==> src/rtl/pipelined_approx_adder.sv <==
// Pipelined adder that splits N bits into STAGES equal segments. The low APPROX_BITS bits use lower-part OR (LOA); the rest are exact.
// Define APPROX_ERR_EN to add the Err output, which is the approximate result minus the exact A+B+Cin for the same beat.
module pipelined_approx_adder #(
  parameter int N           = 16,
  parameter int STAGES      = 4,
  parameter int APPROX_BITS = 4
) (
  input  logic         clk,
  input  logic         rst_n,
  input  logic         in_valid,
  output logic         in_ready,
  input  logic [N-1:0] A,
  input  logic [N-1:0] B,
  input  logic         Cin,
  output logic         out_valid,
  input  logic         out_ready,
  output logic [N-1:0] Sum,
`ifdef APPROX_ERR_EN
  output logic signed [N+1:0] Err,
`endif
  output logic         Cout
);

  localparam int SEG = N / STAGES;

  logic [STAGES-1:0] v;
  logic [STAGES-1:0] en;

  // Adds one segment. Bits below APPROX_BITS are ORed. Only the top approximate bit emits a carry.
  function automatic logic [SEG:0] seg_add(input logic [SEG-1:0] a, input logic [SEG-1:0] b,
                                           input logic cin, input int base);
    logic [SEG-1:0] s;
    logic           c;
    s = '0;
    c = cin;
    for (int j = 0; j < SEG; j++) begin
      if (base + j < APPROX_BITS) begin
        s[j] = a[j] | b[j] | ((base + j == 0) ? c : 1'b0);
        c    = (base + j == APPROX_BITS - 1) ? (a[j] & b[j]) : 1'b0;
      end else begin
        s[j] = a[j] ^ b[j] ^ c;
        c    = (a[j] & b[j]) | (a[j] & c) | (b[j] & c);
      end
    end
    return {c, s};
  endfunction

  for (genvar gi = 0; gi < STAGES; gi++) begin : g_stage
    localparam int LO = gi * SEG;

    logic [N-LO-1:0]       a_cur;
    logic [N-LO-1:0]       b_cur;
    logic                  c_cur;
    logic                  v_cur;
    logic [SEG:0]          seg_res;
    logic [(gi+1)*SEG-1:0] s_nxt;
    logic                  load;
    logic                  v_reg;
    logic                  c_reg;
    logic [(gi+1)*SEG-1:0] s_reg;
`ifdef APPROX_ERR_EN
    logic [N:0]            ex_cur;
    logic [N:0]            ex_reg;
`endif

    assign seg_res = seg_add(a_cur[SEG-1:0], b_cur[SEG-1:0], c_cur, LO);
    assign load    = en[gi] & v_cur;
    assign v[gi]   = v_reg;
    assign en[gi]  = out_ready | ~(&v[STAGES-1:gi]);

    if (gi == 0) begin : g_head
      assign a_cur = A;
      assign b_cur = B;
      assign c_cur = Cin;
      assign v_cur = in_valid;
      assign s_nxt = seg_res[SEG-1:0];
`ifdef APPROX_ERR_EN
      assign ex_cur = {1'b0, A} + {1'b0, B} + {{N{1'b0}}, Cin};
`endif
    end else begin : g_body
      assign a_cur = g_stage[gi-1].g_skew.a_reg;
      assign b_cur = g_stage[gi-1].g_skew.b_reg;
      assign c_cur = g_stage[gi-1].c_reg;
      assign v_cur = v[gi-1];
      assign s_nxt = {seg_res[SEG-1:0], g_stage[gi-1].s_reg};
`ifdef APPROX_ERR_EN
      assign ex_cur = g_stage[gi-1].ex_reg;
`endif
    end

    always_ff @(posedge clk or negedge rst_n) begin
      if (!rst_n) begin
        v_reg <= 1'b0;
        c_reg <= 1'b0;
        s_reg <= '0;
      end else if (en[gi]) begin
        v_reg <= v_cur;
        if (v_cur) begin
          c_reg <= seg_res[SEG];
          s_reg <= s_nxt;
        end
      end
    end

`ifdef APPROX_ERR_EN
    always_ff @(posedge clk or negedge rst_n) begin
      if (!rst_n) begin
        ex_reg <= '0;
      end else if (load) begin
        ex_reg <= ex_cur;
      end
    end
`endif

    // Only operand bits above this segment travel on with the beat.
    if (gi < STAGES - 1) begin : g_skew
      logic [N-LO-SEG-1:0] a_reg;
      logic [N-LO-SEG-1:0] b_reg;
      always_ff @(posedge clk or negedge rst_n) begin
        if (!rst_n) begin
          a_reg <= '0;
          b_reg <= '0;
        end else if (load) begin
          a_reg <= a_cur[N-LO-1:SEG];
          b_reg <= b_cur[N-LO-1:SEG];
        end
      end
    end
  end

  assign in_ready  = en[0];
  assign out_valid = v[STAGES-1];
  assign Sum       = g_stage[STAGES-1].s_reg;
  assign Cout      = g_stage[STAGES-1].c_reg;
`ifdef APPROX_ERR_EN
  assign Err = $signed({1'b0, Cout, Sum}) - $signed({1'b0, g_stage[STAGES-1].ex_reg});
`endif

endmodule

==> config.mk <==
export PLATFORM = sky130hd
export DESIGN_NAME = pipelined_approx_adder
export DESIGN_NICKNAME = d
export VERILOG_FILES = /design/src/rtl/pipelined_approx_adder.sv
export SDC_FILE = /design/constraint.sdc
export NUM_CORES = 1
export LEC_CHECK = 0
export CAP_MARGIN = 20
export CELL_PAD_IN_SITES_DETAIL_PLACEMENT = 2
export CELL_PAD_IN_SITES_GLOBAL_PLACEMENT = 2
export CORE_MARGIN = 4
export CORE_UTILIZATION = 35
export DETAILED_ROUTE_END_ITERATION = 12
export PLACE_DENSITY = 0.87
export SYNTH_ARGS = -nofsm -noshare
export SYNTH_HDL_FRONTEND = slang
export SYNTH_SLANG_ARGS = --single-unit
export TNS_END_PERCENT = 50
==> constraint.sdc <==
create_clock -name clk -period 2.1 [get_ports clk]
set_clock_uncertainty 0.05 [all_clocks]
set_input_delay 0.42 -clock clk [delete_from_list [all_inputs] [get_ports clk]]
set_output_delay 0.42 -clock clk [all_outputs]
set_load 0.03 [all_outputs]
## Yosys cells after proc, flatten, opt, wreduce, memory -nomap -nowiden

Index checks and enable logic that the tools add are counted.

| cells by class | value |
|---|---|
| $add $sub $neg | 0 |
| $mul | 0 |
| div/mod/pow operators | 0 |
| order comparisons | 0 |
| eq/ne operators | 0 |
| shift operators | 0 |
| multiplexer cells | 0 |
| bitwise gates (word level) | 101 |
| reduce and logical (&&, ||, !) cells | 7 |

Operators with widths:

| cell | number |
|---|---|
| $and A1 B1 Y1 | 40 |
| $or A1 B1 Y1 | 33 |
| $xor A1 B1 Y1 | 24 |
| $reduce_and A2 Y1 | 5 |
| $not A1 Y1 | 4 |
| $reduce_and A4 Y1 | 1 |
| $reduce_and A3 Y1 | 1 |

| storage, ports and cells | value |
|---|---|
| register bits after elaboration | 96 |
| bits in latches | 0 |
| memory bits (writable) | 0 |
| ROM bits | 0 |
| memories kept | 0 |

## Depth between registers and ports, before layout

Gate-level depths: netlist of the first run.

| depth | value |
|---|---|
| depth after elaboration | 12 |
| mapped depth | 8 |
| mapped depth without buffers | 8 |

## Worst setup path before layout of the first run

OpenSTA, ideal clock, no wires.

| timing path | value |
|---|---|
| kind | flip-flop to flip-flop |
| from | reg g_stage[0].c_reg |
| to | reg g_stage[1].s_reg[7] |
| library setup time | 83 ps |
| arrival time | 1945 ps |
| data required time | 1967 ps |
| setup slack | 23 ps |
| stages on the path, launching flop included | 9 |
| buffers on the path | 0 |
| clock period less this slack | 2077 ps |
| cell sequence | dfrtp_1 > inv_1 > fa_1 > inv_1 > fa_1 > fa_1 > inv_1 > fa_1 > o21ai_0 |

| between the ends | value |
|---|---|
| word-level cells in the longest chain between the ends | 10 |
| elaborated cells on any way between the ends | 13 |
| those cells by class | bitwise: 13 |

Ends and longest elaborated chain:

| item | line | RTL |
|---|---|---|
| start: declaration | 59 | `logic c_reg;` |
| start signal: assignment | 99 | `c_reg <= seg_res[SEG];` |
| $and A1 B1 Y1 | 42 | `c = (a[j] & b[j]) \| (a[j] & c) \| (b[j] & c);` |
| $or A1 B1 Y1 | 42 |  |
| $or A1 B1 Y1 (*) | 42 |  |
| $and A1 B1 Y1 | 42 |  |
| $or A1 B1 Y1 | 42 |  |
| $or A1 B1 Y1 (*) | 42 |  |
| $and A1 B1 Y1 | 42 |  |
| $or A1 B1 Y1 | 42 |  |
| $or A1 B1 Y1 (*) | 42 |  |
| $xor A1 B1 Y1 (*) | 41 | `s[j] = a[j] ^ b[j] ^ c;` |
| end signal: assignment | 100 | `s_reg <= s_nxt;` |
| end: declaration | 60 | `logic [(gi+1)*SEG-1:0] s_reg;` |

Every way passes the cells marked *; elsewhere a longest branch is shown, timed or not.
A chain may end at the register's enable or synchronous reset.

## Final worst setup path of the first run

| timing path | value |
|---|---|
| from | reg g_stage[1].g_skew.b_reg[0] |
| to | reg g_stage[2].s_reg[11] |

| between the ends | value |
|---|---|
| word-level cells in the longest chain between the ends | 10 |
| elaborated cells on any way between the ends | 13 |
| those cells by class | bitwise: 13 |

Ends and longest elaborated chain:

| item | line | RTL |
|---|---|---|
| start: declaration | 118 | `logic [N-LO-SEG-1:0] b_reg;` |
| start signal: assignment | 125 | `b_reg <= b_cur[N-LO-1:SEG];` |
| $and A1 B1 Y1 | 42 |  |
| $or A1 B1 Y1 | 42 |  |
| $or A1 B1 Y1 (*) | 42 |  |
| $and A1 B1 Y1 | 42 |  |
| $or A1 B1 Y1 | 42 |  |
| $or A1 B1 Y1 (*) | 42 |  |
| $and A1 B1 Y1 | 42 |  |
| $or A1 B1 Y1 | 42 |  |
| $or A1 B1 Y1 (*) | 42 |  |
| $xor A1 B1 Y1 (*) | 41 |  |
| end signal: assignment | 100 |  |
| end: declaration | 60 |  |

Marked as above.

==> results of run 1 <==
==> final timing paths <==
kind	slack, ps	cells after the start	to
max	-120	8	g_stage[2].s_reg[11]
min	440	1	g_stage[0].g_skew.b_reg[6]
max reg2reg	-120	8	g_stage[2].s_reg[11]
min reg2reg	440	1	g_stage[0].g_skew.b_reg[6]
max in group asynchronous	850	3	g_stage[2].s_reg[9]
min in group asynchronous	470	2	Sum[1]
==> kinds of logic after synthesis <==
family,Yosys count
flops,96
mux,86
buf+inv,38
simple gates,17
compound gates,13
fa+ha+maj,12
==> what timing repair did <==
action	CTS	global route
pin swaps	3	8
hold buffers	1	0
endpoints found under the setup margin	4	6
gates resized for setup	17	8
endpoints found under the hold margin	21	0
setup buffers	2	1
==> per-layer routing <==
| layer | track usage | vias up | routed length, um | share of wire |
|---|---|---|---|---|
| met4 | 0.07047 | 0 | 224 | 0.024 |
| met2 | 0.2908 | 33 | 5268 | 0.56 |
| met1 | 0.1831 | 1201 | 3752 | 0.40 |
| met3 | 0.02484 | 16 | 232 | 0.024 |
| li1 | - | 1025 | - | - |
| met5 | 0 | - | 0 | 0 |
==> power by group <==
group / switching (uW) / internal (uW)
registers: 388 / 2450
logic: 1090 / 1150
clock network: 706 / 1110
==> layout make-up <==
class / count / area (um2)
Clock buffer: 11 / 252.7
Clock inverter: 5 / 78.83
Fill cell: 1043 / 5781
Inverter: 30 / 112.6
Multi-Input combinational cell: 128 / 1395
Sequential cell: 96 / 2402
Tap cell: 140 / 175.2
Timing Repair Buffer: 72 / 738.2
==> per-stage QoR <==
| stage | std cells | utilization | setup TNS (ps) | worst slack, ps |
|---|---|---|---|---|
| after global routing | 482 | 0.4714 | -620.8 | -226.0 |
| after detailed placement | 462 | 0.4360 | -1047 | -166.3 |
| after global placement | 462 | 0.4360 | -91.51 | -26.26 |
| after CTS | 481 | 0.4700 | -326.9 | -170.8 |
| after floorplan | 262 | - | 0 | 22.53 |
| final | 482 | 0.4714 | -213.4 | -121.1 |
==> layout by cell type, fill, tap and decap left out, types with 4 or more instances in the layout <==
master / count
buf_12: 5
buf_4: 13
clkbuf_16: 9
clkdlybuf4s50_1: 53
dfrtp_1: 96
fa_2: 9
inv_1: 15
inv_2: 15
mux2_1: 6
mux2_2: 70
mux2i_1: 10
nand2_1: 5
nand2b_1: 4
o21ai_0: 11
==> flow_metrics.env, run 1 <==
export IMPL_status="complete, but fails checks"
export IMPL_failed_checks="negative setup slack"
export IMPL_post_synth_top_count_cell="dfrtp_1"
export IMPL_die_area_mm2=0.01302
export IMPL_syn_avg_cell_area_um2=15.04
export IMPL_p_leak_uw=0.002249
export IMPL_finalHoldViolCount=0
export IMPL_grt_pass1_wl_um=15590
export IMPL_p_per_area_mw_per_mm2=1335
export IMPL_grt_start_max_net_pins=48
export IMPL_gp_congestion=0.7150
export IMPL_syn_nets=311
export IMPL_worst_pin_slew_ps=361.6
export IMPL_ant_nets=0
export IMPL_maxSlewViolCount=0
export IMPL_via_per_inst=4.720
export IMPL_synth_common_cells="96 x dfrtp_1, 70 x mux2_2, 30 x inv_1"
export IMPL_yosys_area_top_type="dfrtp_1"
export IMPL_syn_area_mm2=0.003940
export IMPL_port_buffers=55
export IMPL_ys_seq_area_frac=0.6097
export IMPL_dieWidth_um=114.1
export IMPL_fin_total_pwr_uw=6879
export IMPL_r2r_start="g_stage[1].g_skew.b_reg[0]"
export IMPL_row_count=38
export IMPL_synthTopCellsByArea="dfrtp_1 61%, mux2_2 20%, fa_1 6.1%"
export IMPL_overflow=0
export IMPL_clk_latency_ps=340
export IMPL_synth_top_family_by_area="multiplexers"
export IMPL_fin_hold_ws_ps=444.5
export IMPL_max_vdd_ir_drop_mv=0.5021
export IMPL_slowest_delay_ps=410
export IMPL_synth_top_area_frac=0.6097
export IMPL_yosys_area_share_simple=0.02540
export IMPL_dpl_cell_area_mm2=0.004768
export IMPL_synthFlopType="dfrtp_1"
export IMPL_synth_distinct_cells=19
export IMPL_layout_nets=386
export IMPL_worst_slack_ps=-121.1
export IMPL_initialDrtViolationCount=62
export IMPL_routedWlPerCell_um=19.66
export IMPL_syn_to_final_growth_pct=30.84
export IMPL_hold_class="reg2reg"
export IMPL_cap_violations=0
export IMPL_crit_slowest_cell="fa_1"
export IMPL_period_share=1.058
export IMPL_async_flop_share=1.000
export IMPL_cp_required_ps=2300
export IMPL_worstPathCellList="inv_2 > fa_2 > inv_2 > fa_2 > fa_2 > inv_2 > fa_1 > mux2i_1"
export IMPL_netlist_instances=262
export IMPL_grt_use_total=0.1592
export IMPL_io_pins=56
export IMPL_relSlewSlack=0.7589
export IMPL_synth_xor_area_share=0
export IMPL_fp_coreArea_mm2=0.01094
export IMPL_setup_violations_final=3
export IMPL_synth_fa_ha_area_frac=0.06097
export IMPL_cp_end_kind="flip-flop"
export IMPL_crit_path_start="g_stage[1].g_skew.b_reg[0]"
export IMPL_drive_gt1_frac=0.3830
export IMPL_synth_warning_count=0
export IMPL_crit_arrival_ps=2420
export IMPL_synth_edf_count=0
export IMPL_worst_path_max_fanout=2
export IMPL_dp_hpwl_um=6531
export IMPL_first_pass_iters=4
export IMPL_cts_buffers_inserted=9
export IMPL_htree_levels=3
export IMPL_period_minus_slack_ps=2221
export IMPL_crit_family="adder cells"
export IMPL_synth_compound_gate_area_share=0.01747
export IMPL_cts_tree="yes"
export IMPL_synth_mux_area_frac=0.2426
export IMPL_clkTransAtPathRegs_ps=70
export IMPL_path_class="reg2reg"
export IMPL_fmax_mhz=450.2
export IMPL_hold_start="g_stage[0].g_skew.b_reg[6]"
export IMPL_via_count=2275
export IMPL_drt_total_wl_um=9478
export IMPL_n_antenna_cell=0
export IMPL_cts_sinks=96
export IMPL_grt_pass1_vias=2812
export IMPL_ys_seq_elements=96
export IMPL_rsz0062_at_grt="true"
export IMPL_cts_max_path_buffers=2
export IMPL_start_kind="flip-flop"
export IMPL_critPathBufInv=3
export IMPL_antenna_found_initial=0
export IMPL_finish_instance_area_mm2=0.005155
export IMPL_drc=0
export IMPL_fp_dieH_um=114.1
export IMPL_start_util=0.3603
export IMPL_cts_root_buf="clkbuf_16"
No activity file was read; power rests on OpenSTA's default activity.
==> run 2: changes to the inputs <==
--- a/config.mk
+++ b/config.mk
@@ -12,6 +12,7 @@
 export CORE_UTILIZATION = 35
 export DETAILED_ROUTE_END_ITERATION = 12
 export PLACE_DENSITY = 0.87
+export SKIP_CTS_REPAIR_TIMING = 1
 export SYNTH_ARGS = -nofsm -noshare
 export SYNTH_HDL_FRONTEND = slang
 export SYNTH_SLANG_ARGS = --single-unit
==> flow_metrics.env, run 2 (synthesis results as in run 1) <==
export IMPL_status="complete, but fails checks"
export IMPL_failed_checks="negative setup slack"
export IMPL_power_frac_seq=0.412
export IMPL_antenna_found_initial=0
export IMPL_grt_start_max_net_pins=48
export IMPL_io_pins=56
export IMPL_cts_sinks=96
export IMPL_start_kind="flip-flop"
export IMPL_n_antenna_cell=0
export IMPL_mostFrequentLayoutCells="96 x dfrtp_1, 70 x mux2_2, 53 x clkdlybuf4s50_1, 16 x inv_1, 14 x inv_2"
export IMPL_setup_violations_final=4
export IMPL_via_per_inst=4.732
export IMPL_start_util=0.3603
export IMPL_maxSlewViolCount=0
export IMPL_p_int_uw=4688
export IMPL_power_net_switching_uw=2192
export IMPL_period_minus_slack_ps=2226
export IMPL_p_leak_uw=0.002246
export IMPL_p_clk_frac=0.265
export IMPL_hold_depth=1
export IMPL_drt_total_wl_um=9530
export IMPL_worst_slack_ps=-126.0
export IMPL_syn_to_final_growth_pct=30.64
export IMPL_period_share=1.060
export IMPL_overflow=0
export IMPL_mostFrequentLayoutCell="dfrtp_1"
export IMPL_finish_instance_area_mm2=0.005147
export IMPL_first_pass_iters=4
export IMPL_ant_nets=0
export IMPL_p_per_area_mw_per_mm2=1337
export IMPL_die_area_mm2=0.01302
export IMPL_dp_hpwl_um=6531
export IMPL_port_buffers=55
export IMPL_relSlewSlack=0.7628
export IMPL_dieWidth_um=114.1
export IMPL_clkTransAtPathRegs_ps=70
export IMPL_reg2reg_depth=8
export IMPL_hold_class="reg2reg"
export IMPL_cts_max_path_buffers=2
export IMPL_grt_pass1_vias=2818
export IMPL_dpl_cell_area_mm2=0.004768
export IMPL_crit_arrival_ps=2430
export IMPL_worst_path_max_fanout=2
export IMPL_clk_latency_ps=340
export IMPL_rsz0062_at_grt="true"
export IMPL_max_vdd_ir_drop_mv=0.5024
export IMPL_fp_coreArea_mm2=0.01094
export IMPL_initialDrtViolationCount=51
export IMPL_finalHoldViolCount=0
export IMPL_path_class="reg2reg"
export IMPL_gp_congestion=0.7150
export IMPL_cp_required_ps=2310
export IMPL_fin_total_pwr_uw=6880
export IMPL_routedWlPerCell_um=19.81
export IMPL_htree_levels=3
export IMPL_cts_root_buf="clkbuf_16"
export IMPL_cts_tree="yes"
export IMPL_grt_use_total=0.1580
export IMPL_cts_buffers_inserted=9
export IMPL_cap_violations=0
export IMPL_cp_end_kind="flip-flop"
export IMPL_row_count=38
export IMPL_via_count=2276
export IMPL_fp_dieH_um=114.1
export IMPL_fmax_mhz=449.2
export IMPL_drive_gt1_frac=0.3783
export IMPL_combPwrFrac=0.323
export IMPL_grt_pass1_wl_um=15490
export IMPL_drc=0
export IMPL_p_sw_frac=0.3186
export IMPL_worst_pin_slew_ps=354.7
export IMPL_nFillCells=1043
export IMPL_layout_nets=385
[run 2: worst paths after layout]
check	start	to	slack, ps
max	g_stage[1].g_skew.b_reg[0]	g_stage[2].s_reg[11]	-130
min reg2reg	g_stage[0].g_skew.b_reg[6]	g_stage[0].g_skew.b_reg[6]	450
max reg2reg	g_stage[1].g_skew.b_reg[0]	g_stage[2].s_reg[11]	-130
min	g_stage[0].g_skew.b_reg[6]	g_stage[0].g_skew.b_reg[6]	450
max in group asynchronous	rst_n	Sum[9]	860
min in group asynchronous	rst_n	Sum[1]	470
[run 2: layout make-up]
class / count / area [um2] / area share
Timing Repair Buffer: 71 / 730.7 / 0.1420
Inverter: 30 / 112.6 / 0.02188
Tap cell: 140 / 175.2 / 0.03403
Sequential cell: 96 / 2402 / 0.4667
Multi-Input combinational cell: 128 / 1395 / 0.2710
Clock buffer: 11 / 252.7 / 0.04910
Clock inverter: 5 / 78.83 / 0.01531
[run 2: power groups by stage]
stage / sequential, uW / combinational, uW / clock (uW)
2_1_floorplan: 3040 / 956 / 0
3_3_place_gp: 2790 / 1940 / 0
3_5_place_dp: 2850 / 2090 / 0
4_1_cts: 2840 / 2200 / 1860
5_1_grt: 2910 / 2440 / 1940
6_report: 2830 / 2220 / 1820
[run 2: layer usage]
| layer | routed length [um] | GRT usage | up-vias | share of wire |
|---|---|---|---|---|
| li1 | - | - | 1022 | - |
| met1 | 3732 | 0.1808 | 1205 | 0.39 |
| met2 | 5341 | 0.2896 | 33 | 0.56 |
| met3 | 232 | 0.02431 | 16 | 0.024 |
| met4 | 223 | 0.07047 | 0 | 0.023 |
| met5 | 0 | 0 | - | 0 |
[run 2: per-stage QoR]
| stage | cells | util | TNS [ps] | worst slack [ps] | hold WS [ps] |
|---|---|---|---|---|---|
| 4_1_cts | 478 | 0.4664 | -789.7 | -323.8 | -74.71 |
| 5_1_grt | 481 | 0.4707 | -628.5 | -238.5 | 472.2 |
| 6_report | 481 | 0.4707 | -194.9 | -126.0 | 445.4 |
| 3_5_place_dp | 462 | 0.4360 | -1047 | -166.3 | 291.7 |
| 2_1_floorplan | 262 | - | 0 | 22.53 | 74.41 |
| 3_3_place_gp | 462 | 0.4360 | -91.51 | -26.26 | 280.5 |
[run 2: critical path, stage by stage (launching register included)]
cell and delay (ps):
dfrtp_1 400, inv_2 80, fa_2 220, inv_2 50, fa_2 340, fa_2 350, inv_2 70, fa_1 420
mux2i_1 160
==> run 3: changes to the inputs <==
--- a/config.mk
+++ b/config.mk
@@ -5,14 +5,14 @@
 export SDC_FILE = /design/constraint.sdc
 export NUM_CORES = 1
 export LEC_CHECK = 0
+export ABC_AREA = 1
 export CAP_MARGIN = 20
 export CELL_PAD_IN_SITES_DETAIL_PLACEMENT = 2
 export CELL_PAD_IN_SITES_GLOBAL_PLACEMENT = 2
 export CORE_MARGIN = 4
-export CORE_UTILIZATION = 35
+export CORE_UTILIZATION = 30
 export DETAILED_ROUTE_END_ITERATION = 12
-export PLACE_DENSITY = 0.87
-export SKIP_CTS_REPAIR_TIMING = 1
+export PLACE_DENSITY = 0.85
 export SYNTH_ARGS = -nofsm -noshare
 export SYNTH_HDL_FRONTEND = slang
 export SYNTH_SLANG_ARGS = --single-unit
==> flow_metrics.env, run 3 <==
export IMPL_layout_nets=558
export IMPL_clk_latency_ps=350
export IMPL_cts_tree="yes"
export IMPL_cts_hold_buf=0
export IMPL_dp_hpwl_um=8222
export IMPL_hold_class="in2async"
export IMPL_cts_buffers_inserted=9
export IMPL_p_leak_uw=0.002662
export IMPL_synth_edf_count=0
export IMPL_clkTransAtPathRegs_ps=60
export IMPL_ys_seq_area_frac=0.5733
export IMPL_maxSlewViolCount=0
export IMPL_setup_violations_final=3
export IMPL_start_kind="flip-flop"
export IMPL_fp_coreArea_mm2=0.01345
export IMPL_fin_util=0.3940
export IMPL_syn_nets=503
export IMPL_worst_slack_ps=-109.3
export IMPL_worst_path_max_fanout=2
export IMPL_die_area_mm2=0.01592
export IMPL_synth_top_area_frac=0.5733
export IMPL_cp_required_ps=2330
export IMPL_fin_total_pwr_uw=7224
export IMPL_path_class="reg2reg"
export IMPL_nFillCells=1507
export IMPL_fp_dieH_um=126.2
export IMPL_p_int_uw=4537
export IMPL_crit_slowest_cell="fa_1"
export IMPL_relSlewSlack=0.5683
export IMPL_synthTopCellsByArea="dfrtp_1 57%, nand2_1 17%, nand3_1 10%"
export IMPL_syn_avg_cell_area_um2=9.230
export IMPL_synth_distinct_cells=20
export IMPL_async_flop_share=1.000
export IMPL_max_vdd_ir_drop_mv=0.4385
export IMPL_synth_common_cells="187 x nand2_1, 96 x dfrtp_1, 86 x nand3_1"
export IMPL_failed_checks="negative setup slack"
export IMPL_syn_area_mm2=0.004190
export IMPL_crit_top_cell="inv_2"
export IMPL_port_buffers=55
export IMPL_initialDrtViolationCount=135
export IMPL_syn_to_final_growth_pct=26.49
export IMPL_cts_max_path_buffers=2
export IMPL_drc=0
export IMPL_cts_sinks=96
export IMPL_r2r_setup_slack_ps=-110
export IMPL_routedWlPerCell_um=15.83
export IMPL_worstPathCellList="inv_2 > fa_2 > inv_2 > fa_2 > fa_2 > inv_2 > fa_1 > inv_2 > nand3_2 > nand2_2"
export IMPL_p_sw_frac=0.3719
export IMPL_grt_start_max_net_pins=49
export IMPL_synth_warning_count=0
export IMPL_fmax_mhz=452.6
export IMPL_slowest_delay_ps=410
export IMPL_drive_gt1_frac=0.1384
export IMPL_gp_congestion=0.7676
export IMPL_dieWidth_um=126.2
export IMPL_grt_pass1_wl_um=18930
export IMPL_overflow=0
export IMPL_ant_nets=0
export IMPL_ys_seq_elements=96
export IMPL_drt_total_wl_um=10910
export IMPL_crit_family="adder cells"
export IMPL_status="complete, but fails checks"
export IMPL_n_antenna_cell=0
export IMPL_p_per_area_mw_per_mm2=1363
export IMPL_critPathBufInv=4
export IMPL_grt_use_total=0.1474
export IMPL_period_minus_slack_ps=2209
export IMPL_first_pass_iters=4
export IMPL_crit_arrival_ps=2440
export IMPL_power_frac_seq=0.402
export IMPL_combPwrFrac=0.357
export IMPL_mostFrequentLayoutCell="nand2_1"
export IMPL_period_share=1.052
export IMPL_power_net_switching_uw=2687
export IMPL_cp_end_kind="flip-flop"
export IMPL_post_synth_top_count_cell="nand2_1"
export IMPL_cts_root_buf="clkbuf_16"
export IMPL_antenna_found_initial=0
export IMPL_grt_pass1_vias=3679
export IMPL_mostFrequentLayoutCells="186 x nand2_1, 96 x dfrtp_1, 85 x nand3_1, 53 x clkdlybuf4s50_1, 15 x buf_4"
export IMPL_worst_pin_slew_ps=647.5
export IMPL_finalHoldViolCount=0
export IMPL_cap_violations=0
export IMPL_via_per_inst=4.615
export IMPL_htree_levels=3
export IMPL_start_util=0.3115
export IMPL_via_count=3180
export IMPL_synthFlopType="dfrtp_1"
export IMPL_io_pins=56
export IMPL_yosys_area_top_type="dfrtp_1"
export IMPL_p_clk_frac=0.241
export IMPL_row_count=42
export IMPL_netlist_instances=454
export IMPL_rsz0062_at_grt="true"
[run 3: cell types whose count changed after synthesis, sizes merged, moves of 7 or more]
cell	previous run	this run
o21ai	13	6
mux2	76	0
nand3	0	87
buf	8	25
nand2	6	193
mux2i	10	0
[run 3: cell families (layout without fill, tap and decap cells)]
logic type	after synthesis	count (layout)	share of synthesized area
AO/OA/AOI/OAI	6	6	0.009854
adder cells (fa/ha/maj)	12	12	0.05733
buffers and inverters	55	114	0.06211
flip-flops	96	96	0.5733
AND/OR/NAND/NOR	285	285	0.2974
[run 3: cell type report]
cell class | instances | area, um2 | share of cell area
clock inverter | 5 | 82.58 | 0.01558
multi-input combinational | 303 | 1558 | 0.2939
inverter | 28 | 105.1 | 0.01983
sequential | 96 | 2402 | 0.4533
tap | 176 | 220.2 | 0.04155
clock buffer | 10 | 229.0 | 0.04320
timing repair buffer | 71 | 703.2 | 0.1327
[run 3: power groups by stage]
stage / clock (uW) / combinational (uW) / sequential (uW)
floorplan: 0 / 1370 / 3080
global placement: 0 / 2340 / 2870
detailed placement: 0 / 2540 / 2940
CTS: 1780 / 2620 / 2920
global route: 1860 / 2900 / 3000
finish: 1740 / 2580 / 2900
[run 3: timing repair]
action,in CTS,in global routing
gates resized for setup,13,13
gates cloned,0,0
endpoints found under the setup margin,5,6
endpoints found under the hold margin,0,0
buffers inserted,2,0
pin swaps,2,4
[run 3: stage by stage]
step | setup TNS [ps] | setup slack, ps | hold slack [ps] | cell area, um2 | instances
final | -198.2 | -109.3 | 43.72 | 5300 | 689
after global routing | -466.4 | -203.2 | 83.86 | 5300 | 689
after CTS | -243.9 | -108.3 | 68.14 | 5288 | 689
after detailed placement | -436.2 | -163.6 | 413.1 | 4946 | 672
after global placement | -50.98 | -31.99 | 405.0 | 4946 | 672
after floorplan | 0 | 22.04 | 74.41 | 4193 | 454
[run 3: path summary, 6_finish.rpt]
path / startpoint / end / cells past startpoint
worst max-delay path: g_stage[0].c_reg / g_stage[1].s_reg[7] / 10
worst min-delay path: rst_n / g_stage[0].g_skew.b_reg[7] / 1
worst max register to register: g_stage[0].c_reg / g_stage[1].s_reg[7] / 10
worst min register to register: g_stage[0].g_skew.b_reg[3] / g_stage[0].g_skew.b_reg[3] / 2
max in group asynchronous: rst_n / g_stage[0].g_skew.b_reg[0] / 2
min in group clk: g_stage[0].g_skew.b_reg[3] / g_stage[0].g_skew.b_reg[3] / 2
[run 3: routing by layer]
layer / GRT usage / wire length (um) / vias up
met4: 0.04164 / 145 / 0
met2: 0.2720 / 5773 / 65
met1: 0.1737 / 4573 / 1580
li1: - / - / 1525
met3: 0.02879 / 415 / 10
met5: 0 / 0 / -
